<file path="config.mk">
export PLATFORM = sky130hd
export DESIGN_NAME = uart_rx_fifo
export DESIGN_NICKNAME = d
export VERILOG_FILES = /design/src/rtl/uart_rx_fifo.sv
export SDC_FILE = /design/constraint.sdc
export NUM_CORES = 1
export LEC_CHECK = 0
export BUFFER_PORTS_ARGS = -buffer_cell sky130_fd_sc_hd__buf_2
export CELL_PAD_IN_SITES_DETAIL_PLACEMENT = 1
export CELL_PAD_IN_SITES_GLOBAL_PLACEMENT = 2
export CORE_AREA = 2 2 105 209
export CTS_CLUSTER_SIZE = 20
export DETAILED_ROUTE_END_ITERATION = 10
export DIE_AREA = 0 0 107 211
export PLACE_DENSITY = 0.78
export SLEW_MARGIN = 20
export SYNTH_ARGS = -nofsm -noshare
export SYNTH_HDL_FRONTEND = slang
export SYNTH_SLANG_ARGS = --single-unit
</file>
<file path="constraint.sdc">
create_clock -name clock -period 2.8 [get_ports clock]
set_input_delay 0.28 -clock clock [delete_from_list [all_inputs] [get_ports clock]]
set_output_delay 0.28 -clock clock [all_outputs]
set_load 0.005 [all_outputs]
</file>
<file path="src/rtl/uart_rx_fifo.sv">
// UART receiver: synchronizer, majority filter, frame decoder with parity/framing/break
// detection, first-word fall-through RX FIFO and idle-line receive timeout.
module uart_rx_fifo #(
  parameter int unsigned DEPTH   = 8,
  parameter int unsigned DIV_W   = 16,
  parameter int unsigned TO_BITS = 40
) (
  input  logic                         clock,
  input  logic                         reset,
  input  logic                         io_en,
  input  logic                         io_in,
  input  logic [DIV_W-1:0]             io_div,
  input  logic [7:0]                   LCR,
  output logic                         io_out_valid,
  input  logic                         io_out_ready,
  output logic [7:0]                   io_out_bits,
  output logic [2:0]                   io_out_err,
  output logic [$clog2(DEPTH+1)-1:0]   io_count,
  output logic                         io_overrun,
  output logic                         io_timeout,
  output logic                         rx_idle
);

  localparam int unsigned AW = (DEPTH > 1) ? $clog2(DEPTH) : 1;
  localparam int unsigned CW = $clog2(DEPTH+1);
  localparam int unsigned TW = $clog2(TO_BITS+1);
  localparam logic [DIV_W-1:0] ONE = DIV_W'(1);

  typedef enum logic [2:0] {IDLE, START, DATA, PARITY, STOP1, STOP2, PUSH} state_e;

  logic [1:0]       sync_q;
  logic [2:0]       maj_q;
  logic             filt_q;
  state_e           state_q;
  logic [DIV_W-1:0] baud_q;
  logic [2:0]       bit_q;
  logic [7:0]       data_q;
  logic             perr_q, ferr_q, allz_q, rearm_q;
  logic [10:0]      mem_q [DEPTH];
  logic [AW-1:0]    wptr_q, rptr_q;
  logic [CW-1:0]    count_q, count_d;
  logic             ovr_q;
  logic [DIV_W-1:0] fr_q;
  logic [TW-1:0]    tc_q;

  logic baud_zero, fr_zero, start_det, pop, push_req, full, do_push, maj3;
  logic unused_lcr;

  assign unused_lcr = ^LCR[7:6];
  assign maj3       = (maj_q[0] & maj_q[1]) | (maj_q[0] & maj_q[2]) | (maj_q[1] & maj_q[2]);
  assign baud_zero  = (baud_q == '0);
  assign fr_zero    = (fr_q == '0);
  assign start_det  = (state_q == IDLE) && io_en && (io_div >= DIV_W'(2)) && !filt_q && !rearm_q;
  assign pop        = io_out_valid & io_out_ready;
  assign push_req   = (state_q == PUSH);
  assign full       = (count_q == CW'(DEPTH));
  assign do_push    = push_req & (~full | pop);

  always_ff @(posedge clock or posedge reset) begin
    if (reset) begin
      sync_q <= '1;
      maj_q  <= '1;
      filt_q <= 1'b1;
    end else begin
      sync_q <= {sync_q[0], io_in};
      maj_q  <= {maj_q[1:0], sync_q[1]};
      filt_q <= maj3;
    end
  end

  always_ff @(posedge clock or posedge reset) begin
    if (reset) begin
      state_q <= IDLE;
      baud_q  <= '0;
      bit_q   <= '0;
      data_q  <= '0;
      perr_q  <= 1'b0;
      ferr_q  <= 1'b0;
      allz_q  <= 1'b1;
      rearm_q <= 1'b0;
    end else begin
      if (filt_q) rearm_q <= 1'b0;
      if (state_q != IDLE && state_q != PUSH)
        baud_q <= baud_zero ? io_div - ONE : baud_q - ONE;
      // Disabling aborts any partial frame; a frame already in PUSH still completes.
      if (!io_en && state_q != IDLE && state_q != PUSH) begin
        state_q <= IDLE;
      end else begin
        case (state_q)
          IDLE: if (start_det) begin
            state_q <= START;
            baud_q  <= (io_div >> 1) - ONE;
            bit_q   <= '0;
            data_q  <= '0;
            perr_q  <= 1'b0;
            ferr_q  <= 1'b0;
            allz_q  <= 1'b1;
          end
          START: if (baud_zero) state_q <= filt_q ? IDLE : DATA;
          DATA: if (baud_zero) begin
            data_q[bit_q] <= filt_q;
            allz_q        <= allz_q & ~filt_q;
            if (bit_q >= {1'b1, LCR[1:0]}) state_q <= LCR[3] ? PARITY : STOP1;
            else                           bit_q   <= bit_q + 3'd1;
          end
          PARITY: if (baud_zero) begin
            perr_q  <= ((LCR[5] ? filt_q : (^data_q ^ filt_q)) == LCR[4]);
            allz_q  <= allz_q & ~filt_q;
            state_q <= STOP1;
          end
          STOP1: if (baud_zero) begin
            ferr_q  <= ferr_q | ~filt_q;
            allz_q  <= allz_q & ~filt_q;
            state_q <= LCR[2] ? STOP2 : PUSH;
          end
          STOP2: if (baud_zero) begin
            ferr_q  <= ferr_q | ~filt_q;
            allz_q  <= allz_q & ~filt_q;
            state_q <= PUSH;
          end
          PUSH: begin
            state_q <= IDLE;
            if (allz_q) rearm_q <= 1'b1;
          end
          default: state_q <= IDLE;
        endcase
      end
    end
  end

  always_comb begin
    count_d = count_q;
    case ({do_push, pop})
      2'b10:   count_d = count_q + CW'(1);
      2'b01:   count_d = count_q - CW'(1);
      default: count_d = count_q;
    endcase
  end

  always_ff @(posedge clock) begin
    if (do_push) mem_q[wptr_q] <= {allz_q, ferr_q, perr_q, data_q};
  end

  always_ff @(posedge clock or posedge reset) begin
    if (reset) begin
      wptr_q  <= '0;
      rptr_q  <= '0;
      count_q <= '0;
      ovr_q   <= 1'b0;
    end else begin
      if (do_push) wptr_q <= wptr_q + AW'(1);
      if (pop)     rptr_q <= rptr_q + AW'(1);
      count_q <= count_d;
      ovr_q   <= push_req & full & ~pop;
    end
  end

  // Timeout strobes come from a free-running divider so they tick while the decoder is idle.
  always_ff @(posedge clock or posedge reset) begin
    if (reset) begin
      fr_q <= '0;
      tc_q <= '0;
    end else begin
      fr_q <= fr_zero ? io_div - ONE : fr_q - ONE;
      if (start_det || pop)
        tc_q <= '0;
      else if (state_q == IDLE && count_q != '0 && fr_zero && tc_q != TW'(TO_BITS))
        tc_q <= tc_q + TW'(1);
    end
  end

  assign io_out_valid = (count_q != '0);
  assign io_out_bits  = io_out_valid ? mem_q[rptr_q][7:0]  : '0;
  assign io_out_err   = io_out_valid ? mem_q[rptr_q][10:8] : '0;
  assign io_count     = count_q;
  assign io_overrun   = ovr_q;
  assign io_timeout   = (tc_q == TW'(TO_BITS));
  assign rx_idle      = (state_q == IDLE);

endmodule
</file>
==> key figures <==
GRT
  – Largest net degree at the start of global routing: 74
  – Global-route wire length before repair: 35,900 um
  – Initial antenna violation count: 0
  – Tot GR Track Use: 21.3%
  – Vias in the first global route: 6,449
  – Grt total ovfl: 0

Synth
  – Area contributors post-synth: edfxtp_1 (32%), dfrtp_1 (20%), mux4_2 (6.0%)
  – Number of synthesized flops with an enable pin: 88
  – Mux contribution to synthesized area: 8.73%
  – Post-Syn Area: 0.00825 mm^2
  – Compound-Gate Fraction of Synth Area: 11.1%
  – Cells after Synth: 685
  – Synth Area in XOR/XNOR: 5.31%
  – Post-synthesis adder-cell area fraction: 2.79%
  – Area share of the largest cell type after synthesis: 32.0%
  – Synth Flop Type: edfxtp_1
  – Synth async-reset ratio: 45.3%
  – Synth Area in Simple Gates: 14.8%
  – Post-synth cell types: 77
  – Yosys Warn Count: 0
  – Largest family of logic cells by synthesized area: simple AND/OR/NAND/NOR gates
  – Seq/Total Area, Yosys: 54.3%
  – Post-synth top area cell: edfxtp_1
  – Syn Nets: 731
  – Syn Area/Cell: 12.0 um^2
  – #FFs+latches synth: 161

Floorplan
  – Die X-Extent: 107 um
  – Initial core utilization: 39.4%
  – Core area: 0.0209 mm^2
  – Full die area: 0.0226 mm^2
  – Number of I/O pins: 48
  – Die H: 211 um
  – Core Rows: 75

Critical path
  – Critical path class: reg2reg
  – Worst Setup Start Kind: flip-flop
  – Critical Path End Type: flip-flop
  – Arrival @ worst endpoint: 2870 ps
  – WP data required: 3150 ps
  – Register-to-Register Setup Slack: 280 ps
  – Largest fanout on the critical path: 18

Detailed routing
  – Wire per inst: 21.7 um
  – Metal1 wirelength: 7460 um
  – Initial DRC count: 195
  – Post-route ant nets: 0
  – Routed vias: 5,881
  – Vias per Instance: 5.68
  – Router iterations before antenna repair: 4
  – DR DRC count: 0
  – Total Routed Length: 22,500 um
  – Routed wl met2: 13,700 um
  – Max layer used: met4
  – Metal3 WL: 492 um

STA
  – Fmax: 397 MHz
  – Fin. Hold Viols: 0
  – Fin crit period: 2520 ps
  – Final Setup Violations: 0
  – Slew Limit Fails: 0
  – Least-Margin Pin Slew: 814 ps
  – RSZ-0062 raised after global routing: false
  – Final Skew: 10.3 ps
  – Setup TNS: 0 ps
  – Final period utilization: 89.9%
  – Rel. slew slack: 45.6%

Placement
  – Placement-stage cell area: 0.00892 mm^2
  – # port buffers: 45
  – Gp weighted congestion: 0.835
  – Detail Placement HPWL: 17,400 um

Layout
  – Fraction of layout cells with a size suffix above 1: 20.5%
  – Fin area: 0.00951 mm^2
  – FF/Latch Area: 0.00448 mm^2
  – Layout Nets: 800
  – Synthesis-to-layout area growth: 15.3%
  – Fill cell count: 2,228
  – Diodes inserted: 0
  – Multi-input combinational cell area: 0.00354 mm^2

Outcome
  – Status: finished clean

CTS
  – CTS buffer count: 17
  – # H-tree levels: 4
  – TritonCTS clock tree: yes
  – Clock root buffer: clkbuf_16
  – Worst skew pair latency: 440 ps
  – Maximum clock insertion buffer count: 2
  – Post-CTS setup buffers: 0
  – Sink Count: 161
  – Worst-path clk slew: 70 ps

Power
  – PwrDens: 729 mW/mm^2
  – Pleak: 3.51 nW
  – Max VDD drop: 0.355 mV

Hold path
  – Hold Path Class: in2reg

Flow run
  – MaxCap Viol Count: 0
==> worst paths after layout <==
| check | cells past startpoint | start | end |
|---|---|---|---|
| hold reg to reg | 0 | sync_q[0]$_DFF_PP1_ | sync_q[1]$_DFF_PP1_ |
| setup / recovery | 8 | baud_q[0]$_DFF_PP0_ | baud_q[7]$_DFF_PP0_ |
| min in group asynchronous | 4 | reset | fr_q[10]$_DFF_PP0_ |
| setup reg to reg | 8 | baud_q[0]$_DFF_PP0_ | baud_q[7]$_DFF_PP0_ |
| max in group asynchronous | 4 | reset | maj_q[2]$_DFF_PP1_ |
| hold / removal | 2 | io_div[1] | baud_q[0]$_DFF_PP0_ |
==> synth_stat cells, drive strengths merged, types with 7 or more instances <==
library cell / number
xnor2: 26
or3: 12
nand2b: 11
nand3: 15
a31oi: 10
dfrtp: 66
inv: 26
nor4: 16
nor3: 22
o22ai: 7
nand2: 45
or4: 8
clkbuf: 10
a211oi: 8
edfxtp: 88
buf: 18
ha: 16
nand4: 8
mux4: 22
a21oi: 28
nor2: 56
o21ai: 28
dfstp: 7
mux2i: 19
xor2: 24
==> area by class of cell <==
class,instances,share of cell area (%)
clock buffer,19,4.55
sequential,161,47.1
clock inverter,13,1.37
multi-input combinational,469,37.2
timing repair buffer,78,5.16
tap,269,3.54
inverter,27,1.07
==> where the power goes <==
part / switching, mW / internal [mW]
Combinational: 0.900 / 0.834
Sequential: 0.289 / 2.66
Clock: 1.01 / 1.24
==> per-stage QoR <==
stage          worst slack, ps  power (mW)  hold slack (ps)  std cells  util (%)
2_1_floorplan              324        4.14              284        685         -
3_3_place_gp               330        4.69              347       1002      42.6
3_5_place_dp               225        4.76              348       1002      42.6
4_1_cts                    201        7.01             97.9       1036      45.4
5_1_grt                   72.0        7.27              133       1036      45.4
6_report                   284        6.94              112       1036      45.4
==> flip-flops by register name (all words and copies together) (netlist names), 2 cells and up <==
name / count
bit_q: 3
tc_q: 6
fr_q: 16
mem_q: 88
wptr_q: 3
io_count: 4
state_q: 3
sync_q: 2
data_q: 8
baud_q: 16
maj_q: 3
rptr_q: 3
==> metal layers <==
metal | global-route usage [%] | vias to the layer above
met5 | 0 | -
met4 | 9.72 | 0
met3 | 3.39 | 41
met2 | 43.7 | 107
met1 | 19.5 | 3007
li1 | - | 2726
==> critical path, stage by stage, from the launching register on <==
cell	delay (ps)
dfrtp_1	410
inv_1	90
ha_1	180
nor4b_1	360
and4_1	450
buf_4	320
o21ai_0	150
a211o_1	300
a22oi_1	170
==> cell usage in the layout, fill, tap and decap left out, drive strengths merged, types with 19 or more instances in the layout <==
cell type,netlist,layout
dfrtp,66,66
nor3,22,22
xnor2,26,26
a21oi,28,28
inv,26,30
clkbuf,10,19
nand2,45,45
mux4,22,22
edfxtp,88,88
mux2i,19,19
xor2,24,24
nor2,56,56
buf,18,76
o21ai,28,28
==> timing repair <==
action,4_1_cts,5_1_grt
hold endpoints to repair,67,0
hold buffers,2,0
setup endpoints to repair,0,1
resized for setup,0,1
==> kinds of logic after synthesis <==
kind of cell / Yosys count
simple gates: 223
flops: 161
compound gates: 134
buf+inv: 55
xor+xnor: 50
mux: 44
fa+ha+maj: 18
No activity file was read; power rests on OpenSTA's default activity.
